`config.mk`:
```
export PLATFORM = sky130hd
export DESIGN_NAME = crash_detect
export DESIGN_NICKNAME = d
export VERILOG_FILES = /design/src/rtl/tron_pkg.sv /design/src/rtl/crash_detect_next_cell.sv /design/src/rtl/crash_detect.sv
export SDC_FILE = /design/constraint.sdc
export NUM_CORES = 1
export LEC_CHECK = 0
export CAP_MARGIN = 30
export CORE_MARGIN = 2
export CORE_UTILIZATION = 35
export CTS_CLUSTER_DIAMETER = 200
export DETAILED_ROUTE_END_ITERATION = 7
export PLACE_DENSITY = 0.66
export SLEW_MARGIN = 20
export SYNTH_ARGS = -nofsm -noshare
export SYNTH_HDL_FRONTEND = slang
export SYNTH_SLANG_ARGS = --single-unit
```
`constraint.sdc`:
```
create_clock -name Clk -period 7.45 [get_ports Clk]
set_input_delay 1.49 -clock Clk [delete_from_list [all_inputs] [get_ports Clk]]
set_output_delay 1.49 -clock Clk [all_outputs]
set_load 0.03 [all_outputs]
```
`src/rtl/tron_pkg.sv`:
```
// Shared types and constants for the light-cycle game blocks.
package tron_pkg;

  typedef enum logic [2:0] {
    ST_IDLE   = 3'd0,
    ST_RD_R   = 3'd1,
    ST_RD_B   = 3'd2,
    ST_CAP_B  = 3'd3,
    ST_DECIDE = 3'd4,
    ST_WR_R   = 3'd5,
    ST_WR_B   = 3'd6,
    ST_DONE   = 3'd7
  } state_t;

  localparam logic [1:0] DIR_UP    = 2'd0;
  localparam logic [1:0] DIR_RIGHT = 2'd1;
  localparam logic [1:0] DIR_DOWN  = 2'd2;
  localparam logic [1:0] DIR_LEFT  = 2'd3;

  localparam logic [2:0] GAME_PLAY  = 3'd1;
  localparam logic [7:0] CELL_EMPTY = 8'h00;

  localparam int unsigned ADDR_W = 15;

endpackage

```
`src/rtl/crash_detect_next_cell.sv`:
```
// Combinational next-cell step: moved head, grid-edge flag and linear trail address.
module next_cell
  import tron_pkg::*;
#(
  parameter int unsigned GRID_W = 160,
  parameter int unsigned GRID_H = 120
) (
  input  logic [7:0]        i_x,
  input  logic [7:0]        i_y,
  input  logic [1:0]        i_dir,
  output logic [7:0]        o_nx,
  output logic [7:0]        o_ny,
  output logic              o_oob,
  output logic [ADDR_W-1:0] o_addr
);

  always_comb begin
    o_nx  = i_x;
    o_ny  = i_y;
    o_oob = 1'b0;
    case (i_dir)
      DIR_UP: begin
        o_ny  = i_y - 8'd1;
        o_oob = (i_y == 8'd0);
      end
      DIR_RIGHT: begin
        o_nx  = i_x + 8'd1;
        o_oob = (32'(i_x) == GRID_W - 1);
      end
      DIR_DOWN: begin
        o_ny  = i_y + 8'd1;
        o_oob = (32'(i_y) == GRID_H - 1);
      end
      default: begin
        o_nx  = i_x - 8'd1;
        o_oob = (i_x == 8'd0);
      end
    endcase
    o_addr = ADDR_W'(o_ny) * ADDR_W'(GRID_W) + ADDR_W'(o_nx);
  end

endmodule

```
`src/rtl/crash_detect.sv`:
```
// Per-frame collision detector: reads both bikes' next cells, decides crashes,
// writes surviving trails and pulses red_hit/blue_hit with step_done.
module crash_detect
  import tron_pkg::*;
#(
  parameter int unsigned GRID_W     = 160,
  parameter int unsigned GRID_H     = 120,
  parameter logic [7:0]  RED_COLOR  = 8'h01,
  parameter logic [7:0]  BLUE_COLOR = 8'h02
) (
  input  logic                Clk,
  input  logic                Reset,
  input  logic                frame_clk,
  input  logic [2:0]          Game_State,
  input  logic [7:0]          Red_X,
  input  logic [7:0]          Red_Y,
  input  logic [7:0]          Blue_X,
  input  logic [7:0]          Blue_Y,
  input  logic [1:0]          Red_dir,
  input  logic [1:0]          Blue_dir,
  output logic [ADDR_W-1:0]   mem_addr,
  input  logic [7:0]          mem_rdata,
  output logic [7:0]          mem_wdata,
  output logic                mem_we,
  output logic                busy,
  output logic                step_done,
  output logic                red_hit,
  output logic                blue_hit
);

  if (GRID_W * GRID_H > 32768) begin : g_area_chk
    $error("crash_detect: GRID_W*GRID_H does not fit a 15-bit address");
  end

  state_t              r_state;
  state_t              w_state_nxt;
  logic                r_frame_q;
  logic [7:0]          r_red_x, r_red_y, r_blue_x, r_blue_y;
  logic [1:0]          r_red_dir, r_blue_dir;
  logic [7:0]          r_red_data, r_blue_data;
  logic                r_red_crash, r_blue_crash;

  logic                w_start;
  logic [7:0]          w_red_nx, w_red_ny, w_blue_nx, w_blue_ny;
  logic                w_red_oob, w_blue_oob;
  logic [ADDR_W-1:0]   w_red_addr, w_blue_addr;
  logic                w_same_cell, w_red_crash, w_blue_crash;

  next_cell #(.GRID_W(GRID_W), .GRID_H(GRID_H)) u_red_next (
    .i_x(r_red_x), .i_y(r_red_y), .i_dir(r_red_dir),
    .o_nx(w_red_nx), .o_ny(w_red_ny), .o_oob(w_red_oob), .o_addr(w_red_addr)
  );

  next_cell #(.GRID_W(GRID_W), .GRID_H(GRID_H)) u_blue_next (
    .i_x(r_blue_x), .i_y(r_blue_y), .i_dir(r_blue_dir),
    .o_nx(w_blue_nx), .o_ny(w_blue_ny), .o_oob(w_blue_oob), .o_addr(w_blue_addr)
  );

  assign w_start      = frame_clk && !r_frame_q && (r_state == ST_IDLE) && (Game_State == GAME_PLAY);
  assign w_same_cell  = (w_red_nx == w_blue_nx) && (w_red_ny == w_blue_ny);
  assign w_red_crash  = w_red_oob  || (r_red_data  != CELL_EMPTY) || w_same_cell;
  assign w_blue_crash = w_blue_oob || (r_blue_data != CELL_EMPTY) || w_same_cell;

  always_ff @(posedge Clk or posedge Reset) begin
    if (Reset) begin
      r_state <= ST_IDLE;
    end else begin
      r_state <= w_state_nxt;
    end
  end

  // Leaving PLAY mid-evaluation abandons it without writes or pulses.
  always_comb begin
    w_state_nxt = r_state;
    if ((r_state != ST_IDLE) && (Game_State != GAME_PLAY)) begin
      w_state_nxt = ST_IDLE;
    end else begin
      case (r_state)
        ST_IDLE:   if (w_start) w_state_nxt = ST_RD_R;
        ST_RD_R:   w_state_nxt = ST_RD_B;
        ST_RD_B:   w_state_nxt = ST_CAP_B;
        ST_CAP_B:  w_state_nxt = ST_DECIDE;
        ST_DECIDE: w_state_nxt = ST_WR_R;
        ST_WR_R:   w_state_nxt = ST_WR_B;
        ST_WR_B:   w_state_nxt = ST_DONE;
        default:   w_state_nxt = ST_IDLE;
      endcase
    end
  end

  always_ff @(posedge Clk or posedge Reset) begin
    if (Reset) begin
      r_frame_q    <= 1'b0;
      r_red_x      <= 8'd0;
      r_red_y      <= 8'd0;
      r_blue_x     <= 8'd0;
      r_blue_y     <= 8'd0;
      r_red_dir    <= 2'd0;
      r_blue_dir   <= 2'd0;
      r_red_data   <= 8'd0;
      r_blue_data  <= 8'd0;
      r_red_crash  <= 1'b0;
      r_blue_crash <= 1'b0;
    end else begin
      r_frame_q <= frame_clk;
      if (w_start) begin
        r_red_x    <= Red_X;
        r_red_y    <= Red_Y;
        r_blue_x   <= Blue_X;
        r_blue_y   <= Blue_Y;
        r_red_dir  <= Red_dir;
        r_blue_dir <= Blue_dir;
      end
      // RAM data lags the address by one cycle.
      if (r_state == ST_RD_B)   r_red_data  <= w_red_oob  ? CELL_EMPTY : mem_rdata;
      if (r_state == ST_CAP_B)  r_blue_data <= w_blue_oob ? CELL_EMPTY : mem_rdata;
      if (r_state == ST_DECIDE) begin
        r_red_crash  <= w_red_crash;
        r_blue_crash <= w_blue_crash;
      end
    end
  end

  always_comb begin
    mem_addr  = '0;
    mem_wdata = CELL_EMPTY;
    mem_we    = 1'b0;
    case (r_state)
      ST_RD_R: mem_addr = w_red_oob  ? '0 : w_red_addr;
      ST_RD_B: mem_addr = w_blue_oob ? '0 : w_blue_addr;
      ST_WR_R: if (!r_red_crash) begin
        mem_addr  = w_red_addr;
        mem_wdata = RED_COLOR;
        mem_we    = 1'b1;
      end
      ST_WR_B: if (!r_blue_crash) begin
        mem_addr  = w_blue_addr;
        mem_wdata = BLUE_COLOR;
        mem_we    = 1'b1;
      end
      default: ;
    endcase
  end

  assign busy      = (r_state != ST_IDLE);
  assign step_done = (r_state == ST_DONE);
  assign red_hit   = step_done && r_red_crash;
  assign blue_hit  = step_done && r_blue_crash;

endmodule

```
# Word-level counts from Yosys, hierarchy flattened
# Cells that the tools add are included.
[totals]
register_bits = 58
inputBits = 50
out_inout_bits = 28
[classes]
n_addsub = 10
mul = 2
n_eq_ne = 20
muxes = 22
reduce_logical = 24
[op_table]
columns = ["op", "n"]
rows = [
  ["8-bit case mux with 2 select lines", 4],
  ["15-bit 2-to-1 mux", 4],
  ["15-bit case mux with 4 select lines", 1],
  ["8-bit by 1-bit adder with 8-bit output, second input constant", 4],
  ["8-bit logical NOT", 4],
  ["8-bit by 1-bit subtractor with 8-bit output, second input constant", 4],
  ["15-bit by 8-bit adder with 15-bit output", 2],
  ["3-bit case mux with 7 select lines", 1],
  ["8-bit by 3-bit multiplier with 10-bit output, second input constant", 2],
  ["8-bit by 7-bit equality test with 1-bit output, second input constant", 2],
  ["8-bit equality test", 2],
  ["8-bit equality test, second input constant", 2],
  ["8-bit 2-to-1 mux", 2],
  ["8-bit nonzero test", 2],
  ["3-bit equality test, second input constant", 4],
  ["1-bit logical AND", 7],
  ["3-bit by 1-bit equality test with 1-bit output, second input constant", 2],
  ["3-bit by 2-bit equality test with 1-bit output, second input constant", 2],
  ["3-bit 2-to-1 mux", 2],
  ["1-bit case mux with 3 select lines", 2],
  ["2-bit by 1-bit equality test with 1-bit output, second input constant", 2],
  ["2-bit equality test, second input constant", 2],
  ["2-bit logical NOT", 2],
  ["1-bit logical OR", 4],
  ["10 further kinds", 13],
]

# Depth between registers and ports, before layout
[logic_depth]
depth_word = 7
mapped_depth = 21
mapped_depth_nobuf = 18

# Modules after synthesis
# Synthesis repeated with hierarchy kept, for this count alone.
[unflattened]
cells_unflattened = 635
area_unflattened_um2 = 6020.8
[modules_own_cells]
columns = ["mod", "n_inst", "cells_per_inst", "area_per_inst_um2", "seq_area_each_um2"]
rows = [
  ["crash_detect", 1, 237, 2921.6, 1451.4],
  ["next_cell (u_red_next)", 1, 200, 1554.0, 0.0],
  ["next_cell (u_blue_next)", 1, 198, 1545.2, 0.0],
]

# Worst setup path after synthesis
# Ideal clock, no wire load.
[synth_path]
path_type = "reg-to-output"
startpoint = "register r_red_dir[0]"
endpoint = "output port mem_addr[14]"
arrival_time_ns = 4.601
required_ns = 5.960
slack_ns = 1.359
path_stages_with_launch = 20
cell_sequence = "dfrtp_1 clkbuf_1 inv_2 clkbuf_1 nand2_1 ha_1 nor2b_1 or4_1 nand3_1 ha_1 inv_1 fa_1 and3b_1 a32oi_1 nor4b_1 nand2_1 nor3_1 nor4_1 a21oi_1 nand4_1"
[synth_via]
elab_chain_cells = 6
[synth_rtl]
columns = ["element", "line_no", "source"]
rows = [
  ["start: declaration", "crash_detect.sv:39", "logic [1:0] r_red_dir, r_blue_dir;"],
  ["start signal: assignment", "crash_detect.sv:111", "r_red_dir <= Red_dir;"],
  ["2-bit equality test or 2-bit logical NOT (tied branches)", "crash_detect_next_cell.sv:21", "case (i_dir)"],
  ["8-bit case mux with 2 select lines or 2-bit OR reduction (tied branches)", "n/a", ""],
  ["8-bit by 3-bit multiplier with 10-bit output or 8-bit case mux with 2 select lines (tied branches)", "crash_detect_next_cell.sv:39, crash_detect_next_cell.sv:21", ""],
  ["15-bit by 8-bit adder with 15-bit output", "crash_detect_next_cell.sv:39", "o_addr = ADDR_W'(o_ny) * ADDR_W'(GRID_W) + ADDR_W'(o_nx);"],
  ["15-bit 2-to-1 mux (on tied branches)", "crash_detect.sv:131, crash_detect.sv:129", ""],
  ["15-bit case mux with 4 select lines (*)", "crash_detect.sv:128", "case (r_state)"],
  ["end: declaration", "crash_detect.sv:21", "output logic [ADDR_W-1:0] mem_addr,"],
]
# Mark *: on every way between the ends. The rest lies on a longest branch, timed or not.

# Worst setup path after layout
# Same ends and word-level chain as after synthesis.

==> metrics.yaml <==
crit_chain: "inv_2 -> nand2_1 -> ha_1 -> nor2b_1 -> or4_1 -> nand3_1 -> ha_1 -> inv_1 -> fa_1 -> and3b_1 -> a32oi_1 -> nor4b_1 -> nand2_1 -> nor3_1 -> nor4_1 -> a21oi_1 -> nand4_1 -> clkdlybuf4s50_1"
start_util: 0.353
synth_common_cells: "nand2_1, dfrtp_1, ha_1"
power_leakage_nw: 2.94
grt_start_max_net_pins: 59
fin_crit_ps: 7030
max_freq_ghz: 0.142
yosys-mux-area-fraction: 0.0803
n_antenna_cell: 0
fin_hold_ws_ps: 479
avgSynthCellArea_um2: 8.58
synth_xor_area_frac: 0.0752
ys.flop_type: "dfrtp_1"
synth_top_family_by_area: "simple AND/OR/NAND/NOR gates"
status: "completed"
rows: 48
synth_area_leaders: "dfrtp_1, ha_1, mux2_2"
fin_tns_setup_ps: 0
seq_area_frac_synth: 0.240
crit-reg2reg-launch: "r_red_dir[1]$_DFFE_PP0P_"
drt-initial-drc-count: 331
dp_hpwl_mm: 11.6
yosysWarnings: 0
synthSimpleGateAreaFrac: 0.221
synth_enable_flop_cells: 0
slew_viol_final: 0
wire_per_inst_um: 15.0
crit_type: "reg -> out"
fillers: 1704
cts_root_buf: "clkbuf_16"
cts_hold_buf: 0
arrival_ps: 5540
worst_pin_slew_ps: 738
dp_slack_ps: 818
drtAntennaViolNets: 0
rsz0062_at_grt: "no"
areaGrowthSynthToFinish_pct: 19.5
clk_pin_slew_ps: 50
antenna_found_initial: 0
gr-usage-all-layers: 0.166
synth_top_area_frac: 0.240
portBuffers: 71
rr_worst_depth: 11
ys_types: 71
setup_violations: 0
dieArea_mm2: 0.0183
cts.sinks: 58
cap_viol_max_count: 0
critical_path.endpoint: "mem_addr[14]"
drive_gt1_frac: 0.101
cts_resized: 0
multiInputGateArea_mm2: 0.00430
ys_seq_elements: 58
io_pins: 78
synth_compound_area_frac: 0.201
die_h_um: 135
peakVddDrop_mv: 0.158
period_share: 0.943
crit_required_ps: 5960
routed_wl_mm: 14.8
cts_tree: "built"
overflow: 0
r2r-end: "r_blue_crash$_DFFE_PP0P_"
fp.dieW_um: 135
fin_nets: 866
yosysMostFrequentCell: "nand2_1"
worst_path_largest_cell_delay_ps: 610
fin_cells: 988
synth_adder_area_share: 0.130
cts_setup_buffers: 0
min_path_type: "reg -> reg"
clock_path_buffers: 2
finalClockSkew_ps: 7.49
drtPass1Iterations: 5
critPathLaunch: "r_red_dir[0]$_DFFE_PP0P_"
async_reset_ff_frac: 1.00
fin_ws_ps: 422
final_hold_viol_count: 0
via_per_inst: 5.45
gp_congestion: 0.857
syn-instance-count: 704
cts_htree_levels: 3
r2r_slack_ps: 4010
synth_area_mm2: 0.00604
cp-start-kind: "flip-flop"
yosysTopAreaCell: "dfrtp_1"
core-area_mm2: 0.0171
path_max_fanout: 12
clk-insertion-delay-late_ps: 330
drc: 0
slowest_stage: "clkdlybuf4s50_1"
vias: 5381
cts_buffers: 9
place_inst: 972
end_kind: "output pin"
grt_pass1_wl_mm: 24.6
slew_headroom: 0.507
p_per_area_mw_per_mm2: 444
grt_pass1_vias: 4999
seqCellArea_mm2: 0.00145
-- routing by layer --
layer,vias to the layer above,track usage,part of all wire
li1,2710,-,-
met1,2545,0.227,0.46
met2,118,0.273,0.48
met3,8,0.0311,0.043
met4,0,0.0399,0.0097
met5,-,0,0
-- how the worst min path moves through the flow --
| stage | from | to | slack (ps) | cells past startpoint |
|---|---|---|---|---|
| 2_1_floorplan | r_blue_data[1]$_DFFE_PP0N_ | r_blue_data[1]$_DFFE_PP0N_ | 450 | 2 |
| 3_3_place_gp | r_blue_data[1]$_DFFE_PP0N_ | r_blue_data[1]$_DFFE_PP0N_ | 470 | 2 |
| 3_5_place_dp | r_blue_data[3]$_DFFE_PP0N_ | r_blue_data[3]$_DFFE_PP0N_ | 470 | 2 |
| 4_1_cts | r_blue_data[3]$_DFFE_PP0N_ | r_blue_data[3]$_DFFE_PP0N_ | 480 | 2 |
| 5_1_grt | r_blue_data[6]$_DFFE_PP0N_ | r_blue_data[6]$_DFFE_PP0N_ | 500 | 2 |
| 6_report | r_blue_data[3]$_DFFE_PP0N_ | r_blue_data[3]$_DFFE_PP0N_ | 480 | 2 |
-- where the power goes --
group          switching (W)  total [W]  internal [W]
registers          0.0000922   0.000467      0.000375
clock network       0.000147   0.000415      0.000267
logic                0.00129    0.00232       0.00103
total                0.00153    0.00320       0.00168
-- worst max-delay path: cells and delay by family, from the launching register on --
kind | cells | cell delay (ps)
AO/OA/AOI/OAI | 2 | 270
buffers and inverters | 3 | 890
adder cells (fa/ha/maj) | 3 | 1160
flip-flops | 1 | 380
AND/OR/NAND/NOR | 10 | 2500
-- final cells by class --
| class | count | area share |
|---|---|---|
| Tap cell | 225 | 0.0390 |
| Multi-Input combinational cell | 579 | 0.595 |
| Sequential cell | 58 | 0.201 |
| Clock buffer | 10 | 0.0331 |
| Inverter | 32 | 0.0166 |
| Clock inverter | 6 | 0.00918 |
| Timing Repair Buffer | 78 | 0.106 |
-- placed cells by master (no fill, tap or decap), types with 7 or more instances in the layout --
master,Yosys,routed
nor4_1,14,14
mux2i_1,8,8
xor2_1,16,16
o21a_1,10,10
buf_4,6,7
nor3b_1,13,13
nor2_1,30,30
nand2b_1,13,13
a211oi_1,7,7
clkdlybuf4s50_1,0,71
a21oi_1,20,20
a21o_1,13,13
ha_1,50,50
nand2_1,72,72
nor2b_1,17,17
nor3_1,18,18
dfrtp_1,58,58
nand4_1,10,10
mux2_2,36,36
inv_1,31,30
fa_1,8,8
nand3_1,14,14
or3_1,9,9
clkbuf_16,0,9
o311ai_0,7,7
o21ai_0,35,35
o211ai_1,11,11
o22ai_1,13,13
xnor2_1,34,34
-- registers in the layout (all words and copies together) (netlist names) --
signal	cells
r_blue_data	8
r_blue_x	8
r_blue_y	8
r_red_data	8
r_red_x	8
r_red_y	8
r_state	3
r_blue_dir	2
r_red_dir	2
r_blue_crash	1
r_frame_q	1
r_red_crash	1
-- metrics by stage --
stage               instance area (um2)  power, W   util
floorplan                          6060   0.00235      -
CTS                                7220   0.00321  0.422
detailed placement                 6920   0.00278  0.404
finish                             7220   0.00320  0.422
global placement                   6920   0.00276  0.404
global route                       7220   0.00353  0.422
-- cells by family after synthesis --
logic type | count (synthesis)
flops | 58
xor+xnor | 51
compound gates | 171
simple gates | 249
other cells | 1
mux | 44
buf+inv | 72
fa+ha+maj | 58
Power figures use the tool's default switching activity.
